`config.mk`:
```
export PLATFORM = sky130hd
export DESIGN_NAME = prot_uart_rx_flat
export DESIGN_NICKNAME = d
export VERILOG_FILES = /design/src/rtl/prot_uart_rx_pkg.sv /design/src/rtl/prot_uart_rx_if.sv /design/src/rtl/prot_uart_rx_sync.sv /design/src/rtl/prot_uart_rx.sv /design/src/flat_wrapper.sv
export SDC_FILE = /design/constraint.sdc
export NUM_CORES = 1
export LEC_CHECK = 0
export CAP_MARGIN = 20
export CORE_UTILIZATION = 35
export DETAILED_ROUTE_END_ITERATION = 10
export SLEW_MARGIN = 20
export SYNTH_ARGS = -nofsm -noshare
export SYNTH_HDL_FRONTEND = slang
export SYNTH_SLANG_ARGS = --single-unit
```
`constraint.sdc`:
```
create_clock -name clk -period 4.7 [get_ports clk]
set_input_delay 0.47 -clock clk [delete_from_list [all_inputs] [get_ports clk]]
set_output_delay 0.47 -clock clk [all_outputs]
set_load 0.005 [all_outputs]
```
`src/rtl/prot_uart_rx_pkg.sv`:
```
// Shared types and constants for the protocol-trigger UART receiver.
// Frame state encoding plus fixed frame geometry.
package prot_rx_pkg;

    localparam int DATA_BITS = 8;
    localparam int MIN_BAUD  = 2;

    typedef enum logic [1:0] {
        IDLE,
        START,
        DATA,
        STOP
    } rx_state_t;

endpackage

```
`src/rtl/prot_uart_rx_if.sv`:
```
// Serial line in, framed byte out, between line source and receiver.
// The receiver takes the slave side; the line driver takes master.
interface prot_uart_rx_if #(
    parameter int BAUD_W    = 16,
    parameter int DATA_BITS = prot_rx_pkg::DATA_BITS
);

    logic                 rx;
    logic [BAUD_W-1:0]    baud_cnt;
    logic [DATA_BITS-1:0] serial_data;
    logic                 serial_vld;
    logic                 frame_err;
    logic                 busy;

    modport master (
        output rx,
        output baud_cnt,
        input  serial_data,
        input  serial_vld,
        input  frame_err,
        input  busy
    );

    modport slave (
        input  rx,
        input  baud_cnt,
        output serial_data,
        output serial_vld,
        output frame_err,
        output busy
    );

endinterface

```
`src/rtl/prot_uart_rx_sync.sv`:
```
// Two-flop synchronizer for the async RX line plus a history flop.
// Resets to 1 so a reset never looks like a start edge on an idle line.
module prot_rx_sync (
    input  logic clk,
    input  logic rst,
    input  logic rx_i,
    output logic rx_sync_o,
    output logic fall_edge_o
);

    logic s1_q;
    logic s2_q;
    logic s3_q;

    // synchronizer chain and previous-value flop for edge detect
    always_ff @(posedge clk) begin
        if (rst) begin
            s1_q <= 1'b1;
            s2_q <= 1'b1;
            s3_q <= 1'b1;
        end else begin
            s1_q <= rx_i;
            s2_q <= s1_q;
            s3_q <= s2_q;
        end
    end

    assign rx_sync_o   = s2_q;
    assign fall_edge_o = s3_q & ~s2_q;

endmodule

```
`src/rtl/prot_uart_rx.sv`:
```
// 8N1 UART receiver with runtime bit period, mid-bit sampling.
// Emits one-cycle serial_vld or frame_err pulses per completed frame.
module prot_uart_rx #(
    parameter int BAUD_W    = 16,
    parameter int DATA_BITS = prot_rx_pkg::DATA_BITS
) (
    input  logic           clk,
    input  logic           rst,
    prot_uart_rx_if.slave  bus
);

    import prot_rx_pkg::*;

    localparam int IDX_W = $clog2(DATA_BITS);
    localparam logic [IDX_W-1:0]  LAST_IDX = IDX_W'(DATA_BITS - 1);
    localparam logic [BAUD_W-1:0] MIN_B    = BAUD_W'(MIN_BAUD);

    rx_state_t            state_q, state_d;
    logic [BAUD_W-1:0]    cnt_q, cnt_d;
    logic [BAUD_W-1:0]    baud_q, baud_d;
    logic [IDX_W-1:0]     idx_q, idx_d;
    logic [DATA_BITS-1:0] shift_q, shift_d;
    logic [DATA_BITS-1:0] data_q, data_d;
    logic                 vld_q, vld_d;
    logic                 err_q, err_d;

    logic                 rx_sync;
    logic                 fall_edge;
    logic                 tick;
    logic [BAUD_W-1:0]    eff_baud;

    prot_rx_sync u_sync (
        .clk         (clk),
        .rst         (rst),
        .rx_i        (bus.rx),
        .rx_sync_o   (rx_sync),
        .fall_edge_o (fall_edge)
    );

    assign eff_baud = (bus.baud_cnt < MIN_B) ? MIN_B : bus.baud_cnt;
    assign tick     = (state_q != IDLE) && (cnt_q == '0);

    // state register
    always_ff @(posedge clk) begin
        if (rst) begin
            state_q <= IDLE;
        end else begin
            state_q <= state_d;
        end
    end

    // next-state: advance only on start edge or mid-bit sample ticks
    always_comb begin
        state_d = state_q;
        unique case (state_q)
            IDLE:    if (fall_edge) state_d = START;
            START:   if (tick) state_d = rx_sync ? IDLE : DATA;
            DATA:    if (tick && idx_q == LAST_IDX) state_d = STOP;
            STOP:    if (tick) state_d = IDLE;
            default: state_d = IDLE;
        endcase
    end

    // datapath next values: bit timer, shifter, byte and pulse capture
    always_comb begin
        cnt_d   = cnt_q;
        baud_d  = baud_q;
        idx_d   = idx_q;
        shift_d = shift_q;
        data_d  = data_q;
        vld_d   = 1'b0;
        err_d   = 1'b0;
        if (state_q == IDLE) begin
            if (fall_edge) begin
                cnt_d  = bus.baud_cnt >> 1;
                baud_d = eff_baud;
                idx_d  = '0;
            end
        end else if (tick) begin
            cnt_d = baud_q - 1'b1;
        end else begin
            cnt_d = cnt_q - 1'b1;
        end
        if (tick) begin
            unique case (state_q)
                START: idx_d = '0;
                DATA: begin
                    shift_d = {rx_sync, shift_q[DATA_BITS-1:1]};
                    idx_d   = idx_q + 1'b1;
                end
                STOP: begin
                    if (rx_sync) begin
                        data_d = shift_q;
                        vld_d  = 1'b1;
                    end else begin
                        err_d = 1'b1;
                    end
                end
                default: ;
            endcase
        end
    end

    // datapath registers
    always_ff @(posedge clk) begin
        if (rst) begin
            cnt_q   <= '0;
            baud_q  <= MIN_B;
            idx_q   <= '0;
            shift_q <= '0;
            data_q  <= '0;
            vld_q   <= 1'b0;
            err_q   <= 1'b0;
        end else begin
            cnt_q   <= cnt_d;
            baud_q  <= baud_d;
            idx_q   <= idx_d;
            shift_q <= shift_d;
            data_q  <= data_d;
            vld_q   <= vld_d;
            err_q   <= err_d;
        end
    end

    // outputs: registered pulses and byte, busy from state
    always_comb begin
        bus.serial_data = data_q;
        bus.serial_vld  = vld_q;
        bus.frame_err   = err_q;
        bus.busy        = (state_q != IDLE);
    end

endmodule

```
`src/flat_wrapper.sv`:
```
// flat-port wrapper written by rule: the top's interface ports become plain ports
module prot_uart_rx_flat import prot_rx_pkg::*;
#(
    parameter int BAUD_W    = 16,
    parameter int DATA_BITS = prot_rx_pkg::DATA_BITS
)
  (clk, rst, bus_rx, bus_baud_cnt, bus_serial_data, bus_serial_vld, bus_frame_err, bus_busy);
  prot_uart_rx_if #(.BAUD_W(BAUD_W), .DATA_BITS(DATA_BITS)) bus_i ();
  input  logic clk;
  input  logic rst;
  input wire logic [$bits(bus_i.rx)-1:0] bus_rx;
  input wire logic [$bits(bus_i.baud_cnt)-1:0] bus_baud_cnt;
  output wire logic [$bits(bus_i.serial_data)-1:0] bus_serial_data;
  output wire logic [$bits(bus_i.serial_vld)-1:0] bus_serial_vld;
  output wire logic [$bits(bus_i.frame_err)-1:0] bus_frame_err;
  output wire logic [$bits(bus_i.busy)-1:0] bus_busy;
  assign bus_i.rx = bus_rx;
  assign bus_i.baud_cnt = bus_baud_cnt;
  assign bus_serial_data = bus_i.serial_data;
  assign bus_serial_vld = bus_i.serial_vld;
  assign bus_frame_err = bus_i.frame_err;
  assign bus_busy = bus_i.busy;
  prot_uart_rx #(.BAUD_W(BAUD_W), .DATA_BITS(DATA_BITS)) u_core (.clk(clk), .rst(rst), .bus(bus_i));
endmodule
```
==> reports/qor.yml <==
finish:
  stdcell_area_sq_um: 3490
  diodes: 0
  layout.nets: 405
  area_delta_synth_final_pct: 18.3
  fillerInstances: 854
  layout-drive-gt1-share_pct: 9.64
timing:
  fmax_mhz: 321
  timing.final.hold_violations: 0
  setup_violations: 0
  finalClockSkew_ns: 0.00918
  drv_slew: 0
  hold_slack_ns: 0.414
  fin_setup_tns_ns: 0
  fin_crit_ns: 3.12
  tightest_slew_ns: 0.643
  rsz0062_at_grt: "false"
  period_share_pct: 66.3
  relSlewSlack_pct: 57.0
grt:
  met2_usage_pct: 28.8
  grt_overflow_total: 0
  grt_pass1_wl_um: 12600
  antenna_found_initial: 0
  grt_use_met1_pct: 24.5
  grt_usage_pct: 18.6
  top_usage_layer: "met2"
  grt_max_degree: 56
  grt_pass1_vias: 2488
  grtUsageMet3_pct: 3.64
logic_synthesis:
  synth_warnings: 0
  syn-cell-area_sq_um: 2950
  netlist_top_cells_count: "dfxtp_1, nand2_1, a21oi_1"
  synth_cell_type_count: 45
  synth_nets: 383
  yosysSeqAreaShare_pct: 39.4
  synth_most_common_cell: "dfxtp_1"
  synth_top_area_share_pct: 39.4
  ys_top_cells_by_area: "dfxtp_1, mux2i_1, nand2_1"
  ys.flop_type: "dfxtp_1"
  synthArstFlopShare_pct: 0
  ys_ff_latch: 58
  synth_top_area_cell: "dfxtp_1"
  synth-edff-count: 0
  syn-mean-instance-area_sq_um: 8.25
  syn-instance-count: 357
floorplanning:
  core_sq_um: 8180
  start_util_pct: 36.0
  die_x_um: 93.8
  die_h_um: 93.8
  dieArea_sq_um: 8790
  num_rows: 33
  boundaryPins: 30
worst_setup_path:
  worst-path-max-fanout: 9
  required_ns: 4.97
  slowest_stage: "or4_1"
  max_stage_delay_ns: 0.47
  cp.arrival_ns: 3.38
  path_class: "reg -> reg"
  critPathLaunchType: "flip-flop"
  worstPathCellList: "inv_1 -> ha_1 -> or4_1 -> nor2_1 -> and2_1 -> a21oi_1 -> ha_1 -> nand3_1 -> nor4_1 -> nand3_1 -> mux2_2 -> a211oi_1"
  end_kind: "flip-flop"
power:
  ir_drop_mv: 0.156
  leakagePower_nw: 1.26
  fin_total_pwr_mw: 1.43
  power_density_nw_per_um2: 412
cts:
  cts_max_level: 3
  cts_hold_buf: 0
  post-cts-setup-buffers: 0
  insertion_delay_ns: 0.35
  numCtsBuffers: 9
  cts_sinks: 58
  cts_resized: 0
  cts_root_buf: "clkbuf_8"
  cts_tree: "built"
  clk_pin_slew_ns: 0.07
  cts_buffer_depth: 2
drt:
  drt_first_iter_violations: 212
  firstDrtPassIters: 4
  ant_nets: 0
  vias_per_cell: 5.50
  wl_per_cell_um: 15.8
  route.detailed.drc: 0
  wirelength_um: 7720
  vias: 2688
place:
  place_area_sq_um: 3310
  hpwl_um: 5190
  place.port_buffers: 29
  routabilityCongestion: 0.858
min_path:
  hp-class: "reg -> reg"
flow_run:
  cap_violations: 0
run_status:
  outcome: "completed"
==> per-stage QoR <==
stage	worst slack (ns)	util (%)	cells
floorplan	1.30	-	357
global placement	1.75	40.5	473
detailed placement	1.61	40.5	473
CTS	1.59	42.6	489
global route	1.35	42.6	489
finish	1.58	42.6	489
==> registers in the layout, indices dropped and copies added, names as in the netlist, named ones only <==
signal                   count
u_core.baud_q               16
u_core.cnt_q                16
u_core.bus.serial_data       8
u_core.shift_q               8
u_core.idx_q                 3
u_core.bus.frame_err         1
u_core.bus.serial_vld        1
u_core.state_q               1
u_core.u_sync.rx_sync_o      1
u_core.u_sync.s1_q           1
u_core.u_sync.s3_q           1
==> cells by family (layout without fill, tap and decap cells) <==
kind of cell               Yosys count  in the layout  synth area share (%)
AOI/OAI and AO/OA                   87             87                  19.3
xor gates and xnor gates             7              7                  2.08
adders and majority gates            7              7                  2.97
buffers and inverters               26             53                  3.40
DFF                                 58             58                  39.4
muxes                               24             24                  8.20
and+or+nand+nor                    148            148                  24.6
==> report_power, final <==
group	internal [mW]	total, mW	switching (mW)
sequential	0.529	0.581	0.0515
clock	0.203	0.413	0.210
combinational	0.191	0.441	0.251
==> metal layers <==
| layer | part of all wire, % | up-vias |
|---|---|---|
| met2 | 47 | 60 |
| met5 | 0 | - |
| li1 | - | 1339 |
| met3 | 4.3 | 12 |
| met1 | 47 | 1277 |
| met4 | 2.2 | 0 |
==> cell type report <==
| class | instances | area [sq um] | area share (%) |
|---|---|---|---|
| Timing Repair Buffer | 34 | 323 | 9.26 |
| Multi-Input combinational cell | 273 | 1690 | 48.4 |
| Sequential cell | 58 | 1160 | 33.3 |
| Clock inverter | 5 | 30.0 | 0.861 |
| Tap cell | 105 | 131 | 3.77 |
| Inverter | 3 | 11.3 | 0.323 |
| Clock buffer | 11 | 141 | 4.06 |
==> critical path: cells and delay by family (launching register included) <==
family	cells	cell delay (ns)
simple gates	6	1.51
compound gates	2	0.29
fa+ha+maj	2	0.44
buf+inv	1	0.10
flops	1	0.36
mux	1	0.33
==> placed cells by master, fill, tap and decap left out, drive strengths merged, types with 3 or more instances in the layout <==
master,synthesis,routed
ha,7,7
o21ai,4,4
or4,9,9
nand2,56,56
or3,6,6
clkbuf,21,11
nand3,7,7
nor3,8,8
nor4,9,9
inv,3,3
clkdlybuf4s50,0,28
clkinv,0,3
a31oi,5,5
xnor2,3,3
dfxtp,58,58
xor2,4,4
nor3b,3,3
a211oi,10,10
a221oi,4,4
and2,3,3
buf,2,6
a2111oi,3,3
or2,9,9
a21oi,39,39
mux2i,23,23
nor2,30,30
o22ai,6,6
==> worst paths after layout <==
| path | start | to | slack, ns | cells after the start |
|---|---|---|---|---|
| max | u_core.state_q[0]$_SDFFE_PP0P_ | u_core.cnt_q[14]$_SDFFE_PP0N_ | 1.58 | 12 |
| min | u_core.u_sync.s1_q$_SDFF_PP1_ | u_core.u_sync.rx_sync_o$_SDFF_PP1_ | 0.41 | 1 |
| max reg2reg | u_core.state_q[0]$_SDFFE_PP0P_ | u_core.cnt_q[14]$_SDFFE_PP0N_ | 1.58 | 12 |
| min reg2reg | u_core.u_sync.s1_q$_SDFF_PP1_ | u_core.u_sync.rx_sync_o$_SDFF_PP1_ | 0.41 | 1 |
No activity file was read; power rests on OpenSTA's default activity.
